## src/rtl/mrsc_pipe_encoder_if.sv

```systemverilog
// Handshake bundle for mrsc_pipe_encoder: upstream word stream in, codeword stream out.
// The master side drives words and downstream ready; the slave side is the encoder.
interface mrsc_pipe_encoder_if #(
    parameter int COLS  = 4,
    parameter int CNT_W = 16
);
    logic [4*COLS-1:0] data_in;
    logic              in_valid;
    logic              in_ready;
    logic [8*COLS-1:0] data_out;
    logic              out_valid;
    logic              out_ready;
    logic [CNT_W-1:0]  word_cnt;

    modport master (
        output data_in,
        output in_valid,
        output out_ready,
        input  in_ready,
        input  data_out,
        input  out_valid,
        input  word_cnt
    );

    modport slave (
        input  data_in,
        input  in_valid,
        input  out_ready,
        output in_ready,
        output data_out,
        output out_valid,
        output word_cnt
    );
endinterface

```

## src/rtl/mrsc_pipe_encoder.sv

```systemverilog
// Two-stage pipelined encoder for a 4 x COLS bit matrix: row check bits, column and
// diagonal parity interleaved into four 2*COLS row blocks, with a delivered-word counter.
module mrsc_pipe_encoder #(
    parameter int COLS  = 4,
    parameter int CNT_W = 16
) (
    input  logic                clk,
    input  logic                rst_n,
    mrsc_pipe_encoder_if.slave  bus
);
    localparam int H  = COLS / 2;
    localparam int DW = 4 * COLS;
    localparam int CW = 8 * COLS;
    localparam int BW = 2 * COLS;

    logic              a_valid;
    logic [DW-1:0]     a_data;
    logic              out_valid_q;
    logic [CW-1:0]     data_out_q;
    logic [CNT_W-1:0]  word_cnt_q;
    logic              b_adv;
    logic              a_adv;
    logic              in_ready_c;
    logic [COLS-1:0]   s [4];
    logic [COLS-1:0]   col_par;
    logic [COLS-1:0]   diag_par;
    logic [CW-1:0]     codeword;

    assign b_adv      = !out_valid_q || bus.out_ready;
    assign a_adv      = a_valid && b_adv;
    assign in_ready_c = !a_valid || b_adv;

    // Unpack stage A into s[row][col]; column 0 sits at the MSB end of each row.
    always_comb begin
        for (int r = 0; r < 4; r++) begin
            s[r] = '0;
            for (int c = 0; c < COLS; c++) begin
                s[r][c] = a_data[(4-r)*COLS-1-c];
            end
        end
    end

    // Diagonal parity pairs each column with its neighbour (c^1) on odd rows only.
    always_comb begin
        col_par  = '0;
        diag_par = '0;
        codeword = '0;
        for (int c = 0; c < COLS; c++) begin
            col_par[c]  = s[0][c] ^ s[1][c] ^ s[2][c] ^ s[3][c];
            diag_par[c] = s[0][c] ^ s[1][c^1] ^ s[2][c] ^ s[3][c^1];
        end
        for (int r = 0; r < 4; r++) begin
            for (int c = 0; c < COLS; c++) begin
                codeword[(4-r)*BW-1-c] = s[r][c];
            end
            for (int i = 0; i < H; i++) begin
                codeword[(4-r)*BW-1-COLS-i]   = (r < 2) ? diag_par[2*i + (r % 2)]
                                                        : col_par[2*i + (r % 2)];
                codeword[(4-r)*BW-1-COLS-H-i] = s[r][i] ^ s[r][i+H];
            end
        end
    end

    always_ff @(posedge clk or negedge rst_n) begin
        if (!rst_n) begin
            a_valid <= 1'b0;
            a_data  <= '0;
        end else if (in_ready_c) begin
            a_valid <= bus.in_valid;
            if (bus.in_valid) begin
                a_data <= bus.data_in;
            end
        end
    end

    // Stage B holds while the consumer stalls; an empty stage A drains into a bubble.
    always_ff @(posedge clk or negedge rst_n) begin
        if (!rst_n) begin
            out_valid_q <= 1'b0;
            data_out_q  <= '0;
            word_cnt_q  <= '0;
        end else begin
            if (b_adv) begin
                out_valid_q <= a_adv;
                if (a_adv) begin
                    data_out_q <= codeword;
                end
            end
            if (out_valid_q && bus.out_ready) begin
                word_cnt_q <= word_cnt_q + 1'b1;
            end
        end
    end

    assign bus.in_ready  = in_ready_c;
    assign bus.out_valid = out_valid_q;
    assign bus.data_out  = data_out_q;
    assign bus.word_cnt  = word_cnt_q;
endmodule

```

## src/flat_wrapper.sv

```systemverilog
// flat-port wrapper written by rule: the top's interface ports become plain ports
module mrsc_pipe_encoder_flat 
#(
    parameter int COLS  = 4,
    parameter int CNT_W = 16
)
  (clk, rst_n, bus_data_in, bus_in_valid, bus_out_ready, bus_in_ready, bus_data_out, bus_out_valid, bus_word_cnt);
  mrsc_pipe_encoder_if #(.COLS(COLS), .CNT_W(CNT_W)) bus_i ();
  input  logic clk;
  input  logic rst_n;
  input wire logic [$bits(bus_i.data_in)-1:0] bus_data_in;
  input wire logic [$bits(bus_i.in_valid)-1:0] bus_in_valid;
  input wire logic [$bits(bus_i.out_ready)-1:0] bus_out_ready;
  output wire logic [$bits(bus_i.in_ready)-1:0] bus_in_ready;
  output wire logic [$bits(bus_i.data_out)-1:0] bus_data_out;
  output wire logic [$bits(bus_i.out_valid)-1:0] bus_out_valid;
  output wire logic [$bits(bus_i.word_cnt)-1:0] bus_word_cnt;
  assign bus_i.data_in = bus_data_in;
  assign bus_i.in_valid = bus_in_valid;
  assign bus_i.out_ready = bus_out_ready;
  assign bus_in_ready = bus_i.in_ready;
  assign bus_data_out = bus_i.data_out;
  assign bus_out_valid = bus_i.out_valid;
  assign bus_word_cnt = bus_i.word_cnt;
  mrsc_pipe_encoder #(.COLS(COLS), .CNT_W(CNT_W)) u_core (.clk(clk), .rst_n(rst_n), .bus(bus_i));
endmodule
```

## config.mk

```make
export PLATFORM = sky130hd
export DESIGN_NAME = mrsc_pipe_encoder_flat
export DESIGN_NICKNAME = d
export VERILOG_FILES = /design/src/rtl/mrsc_pipe_encoder_if.sv /design/src/rtl/mrsc_pipe_encoder.sv /design/src/flat_wrapper.sv
export SDC_FILE = /design/constraint.sdc
export NUM_CORES = 1
export LEC_CHECK = 0
export ABC_AREA = 1
export BUFFER_PORTS_ARGS = -buffer_cell sky130_fd_sc_hd__buf_2
export CAP_MARGIN = 0
export CORE_ASPECT_RATIO = 0.8
export CORE_MARGIN = 1.5
export CORE_UTILIZATION = 57
export DETAILED_ROUTE_END_ITERATION = 7
export PLACE_DENSITY = 0.84
export SYNTH_ARGS = -nofsm -noshare
export SYNTH_HDL_FRONTEND = slang
export SYNTH_SLANG_ARGS = --single-unit
```

## constraint.sdc

```tcl
create_clock -name clk -period 2 [get_ports clk]
set_input_delay 0.1 -clock clk [delete_from_list [all_inputs] [get_ports clk]]
set_output_delay 0.1 -clock clk [all_outputs]
set_load 0.02 [all_outputs]
```

==> out/qor.yml <==
run_status:
  outcome: "completed"
timing:
  slew_headroom_pct: 50.60
  fin_hold_ws_ns: 0.001304
  timing.final.crit_period_ns: 1.626
  final-setup-viol-count: 0
  hold_viol_final: 0
  final.setup_skew_ns: 0.003787
  worstMarginPinSlew_ns: 0.7383
  min_period_over_period_pct: 81.30
  achievable-frequency_ghz: 0.6150
  setup_tns_ns: 0
  drv_slew: 0
  rsz0062_at_grt: "false"
min_path:
  hold_class: "input pin to flip-flop"
setup_path:
  signal_arrival_time_at_the_worst_endpoint_ns: 1.87
  startpoint_type: "flip-flop"
  worst_path_max_delay_cell: "nand2_2"
  critical-path-top-delay-family: "simple AND/OR/NAND/NOR gates"
  critical_path_required_ns: 2.24
  timing.critical_path.fanout_max: 44
  crit_buf_inv: 0
  path_class: "flip-flop to flip-flop"
  endpoint_class_of_the_critical_path: "flip-flop"
  cp_common_cell: "nand2_1"
  list_of_cells_traversed_by_the_critical_path: "nand2_1 > nand2_2 > nand2_1 > o21ai_0"
  worst_path_largest_cell_delay_ns: 0.56
die:
  io-pin-count: 70
  fp-row-count: 23
  floorplan.die_area_um2: 5599
  core_um2: 4979
  initial_core_util_pct: 59.03
  overall_die_height_um: 67.23
  die_width_um: 83.28
routing:
  routed_wl_mm: 6.696
  drc: 0
  wl_per_cell_um: 13.72
  detail_route.vias_per_cell: 5.170
  drt_pre_antenna_iters: 4
  num_vias: 2523
  drtIter0Drc: 263
  antenna_left: 0
grt:
  antenna_violations_before_repair: 0
  grt_remaining_overflow: 0
  grt_first_pass_wirelength_mm: 11.21
  grt_util_all_layers_pct: 26.39
  number_of_global_route_vias_before_repair: 2310
  pin_count_of_the_biggest_net_entering_global_routing: 45
synth:
  ys_seq_elements: 66
  syn-mean-instance-area_um2: 8.670
  synth_cell_type_count: 22
  synth.yosys.warnings: 0
  syn_nets: 360
  netlist_area_um2: 2939
  syn-instance-count: 339
  synth-seq-area-share_pct: 56.19
power:
  switching_share_pct: 37.52
  intPower_mw: 2.853
  total_power_mw: 4.566
  power_switching_mw: 1.713
  power.density_cell_area_nw_per_um2: 1254
  ir_drop_mv: 0.9347
  total_leakage_power_nw: 1.959
  sequentialPowerShare_pct: 42.2
  p_comb_share_pct: 31.0
  pwr-share-clk_pct: 26.8
cts:
  tritoncts.num_buffers: 9
  postCtsHoldBufs: 9
  cts_setup_buffers: 0
  cts_buffer_depth: 2
  tritoncts_num_sinks: 66
  h-tree-depth: 3
  root_buffer: "clkbuf_8"
  post_cts_resize_count: 0
  cts_tree: "done"
  cts.clk_slew.worst_paths_ns: 0.07
  clk_latency_ns: 0.35
finish:
  antenna_cells: 0
  leading_cell_types_in_the_layout_fill_and_taps_excluded: "129 x nand2_1, 69 x buf_2, 66 x dfrtp_1, 30 x inv_1, 25 x nand3_1"
  final-seq-area_um2: 1652
  multi_input_comb_area_um2: 1116
  nets: 442
  layout.cells.most_common: "nand2_1"
  area_growth_pct: 23.92
  drive_gt1_share_pct: 23.00
  fin_area_um2: 3642
  filler_cell_count: 370
placed_design:
  place_congestion: 0.8054
  placed_area_um2: 3334
  buffer_ports.inserted: 69
  dp_hpwl_mm: 4.449
job:
  max_cap_viol_count: 0
==> path summary, 6_finish.rpt <==
kind	cells after the start	endpoint	from	slack (ns)
max	4	u_core.bus.data_out[25]	u_core.bus.out_valid	0.37
min	3	u_core.a_data[9]	bus_data_in[9]	0.001
max reg2reg	4	u_core.bus.data_out[25]	u_core.bus.out_valid	0.37
min reg2reg	2	u_core.bus.data_out[22]	u_core.bus.data_out[22]	0.48
max in group asynchronous	3	u_core.bus.data_out[23]	rst_n	1.10
min in group asynchronous	2	u_core.bus.word_cnt[15]	rst_n	0.29
==> flip-flops by register name (all words and copies together), names as in the netlist <==
name,cells
u_core.bus.word_cnt,16
u_core.a_data,16
u_core.bus.data_out,32
u_core.bus.out_valid,1
u_core.a_valid,1
==> cell type report <==
class | instances | share of cell area (%)
sequential | 66 | 45.35
clock inverter | 7 | 2.576
tap | 62 | 2.130
multi-input combinational | 233 | 30.64
timing repair buffer | 80 | 12.71
inverter | 31 | 3.195
clock buffer | 9 | 3.401
==> Yosys cell counts (all sizes together) <==
master  number  area share [%]
nand2      133              17
dfrtp       66              56
inv         31             4.0
nand3       25             4.3
nor2        22             3.6
o21ai       17             2.9
xnor2       17             5.1
a21oi        9             1.9
buf          8             1.7
xor2         5             1.5
nand4        4            0.85
clkbuf       1            0.13
ha           1            0.43
==> metrics by stage <==
stage / setup WS (ns) / std cells / util [%]
floorplan: 0.6647 / 339 / -
global placement: 0.5260 / 463 / 66.98
detailed placement: 0.4374 / 463 / 66.98
CTS: 0.3858 / 488 / 73.16
global route: 0.2103 / 488 / 73.16
finish: 0.3739 / 488 / 73.16
==> logic make-up (layout without fill, tap and decap cells) <==
| group | Yosys count | in the layout | synth area share, % |
|---|---|---|---|
| AO/OA/AOI/OAI | 26 | 26 | 4.811 |
| buffers and inverters | 40 | 127 | 5.832 |
| AND/OR/NAND/NOR | 184 | 184 | 26.18 |
| flip-flops | 66 | 66 | 56.19 |
| adder cells (fa/ha/maj) | 1 | 1 | 0.4256 |
| XOR/XNOR | 22 | 22 | 6.556 |
==> worst reg2reg max path: cells and delay by family (launching register included) <==
kind	cells	cell delay [ns]
AO/OA/AOI/OAI	1	0.16
flip-flops	1	0.50
AND/OR/NAND/NOR	3	0.86
==> per-layer routing <==
layer | vias to the layer above | global-route usage, % | part of all wire (%)
li1 | 1217 | - | -
met1 | 1195 | 34.96 | 43
met2 | 95 | 42.17 | 47
met3 | 16 | 8.313 | 7.3
met4 | 0 | 8.542 | 2.2
met5 | - | 0 | 0
==> power by group through the flow <==
| stage | clock network (mW) | logic (mW) | registers, mW |
|---|---|---|---|
| floorplan | 0 | 0.569 | 2.27 |
| CTS | 1.24 | 1.42 | 1.93 |
| global route | 1.30 | 1.57 | 1.98 |
| finish | 1.22 | 1.41 | 1.93 |
| detailed placement | 0 | 1.39 | 1.94 |
| global placement | 0 | 1.33 | 1.94 |
Note: power is estimated with default switching activity, not from simulation.
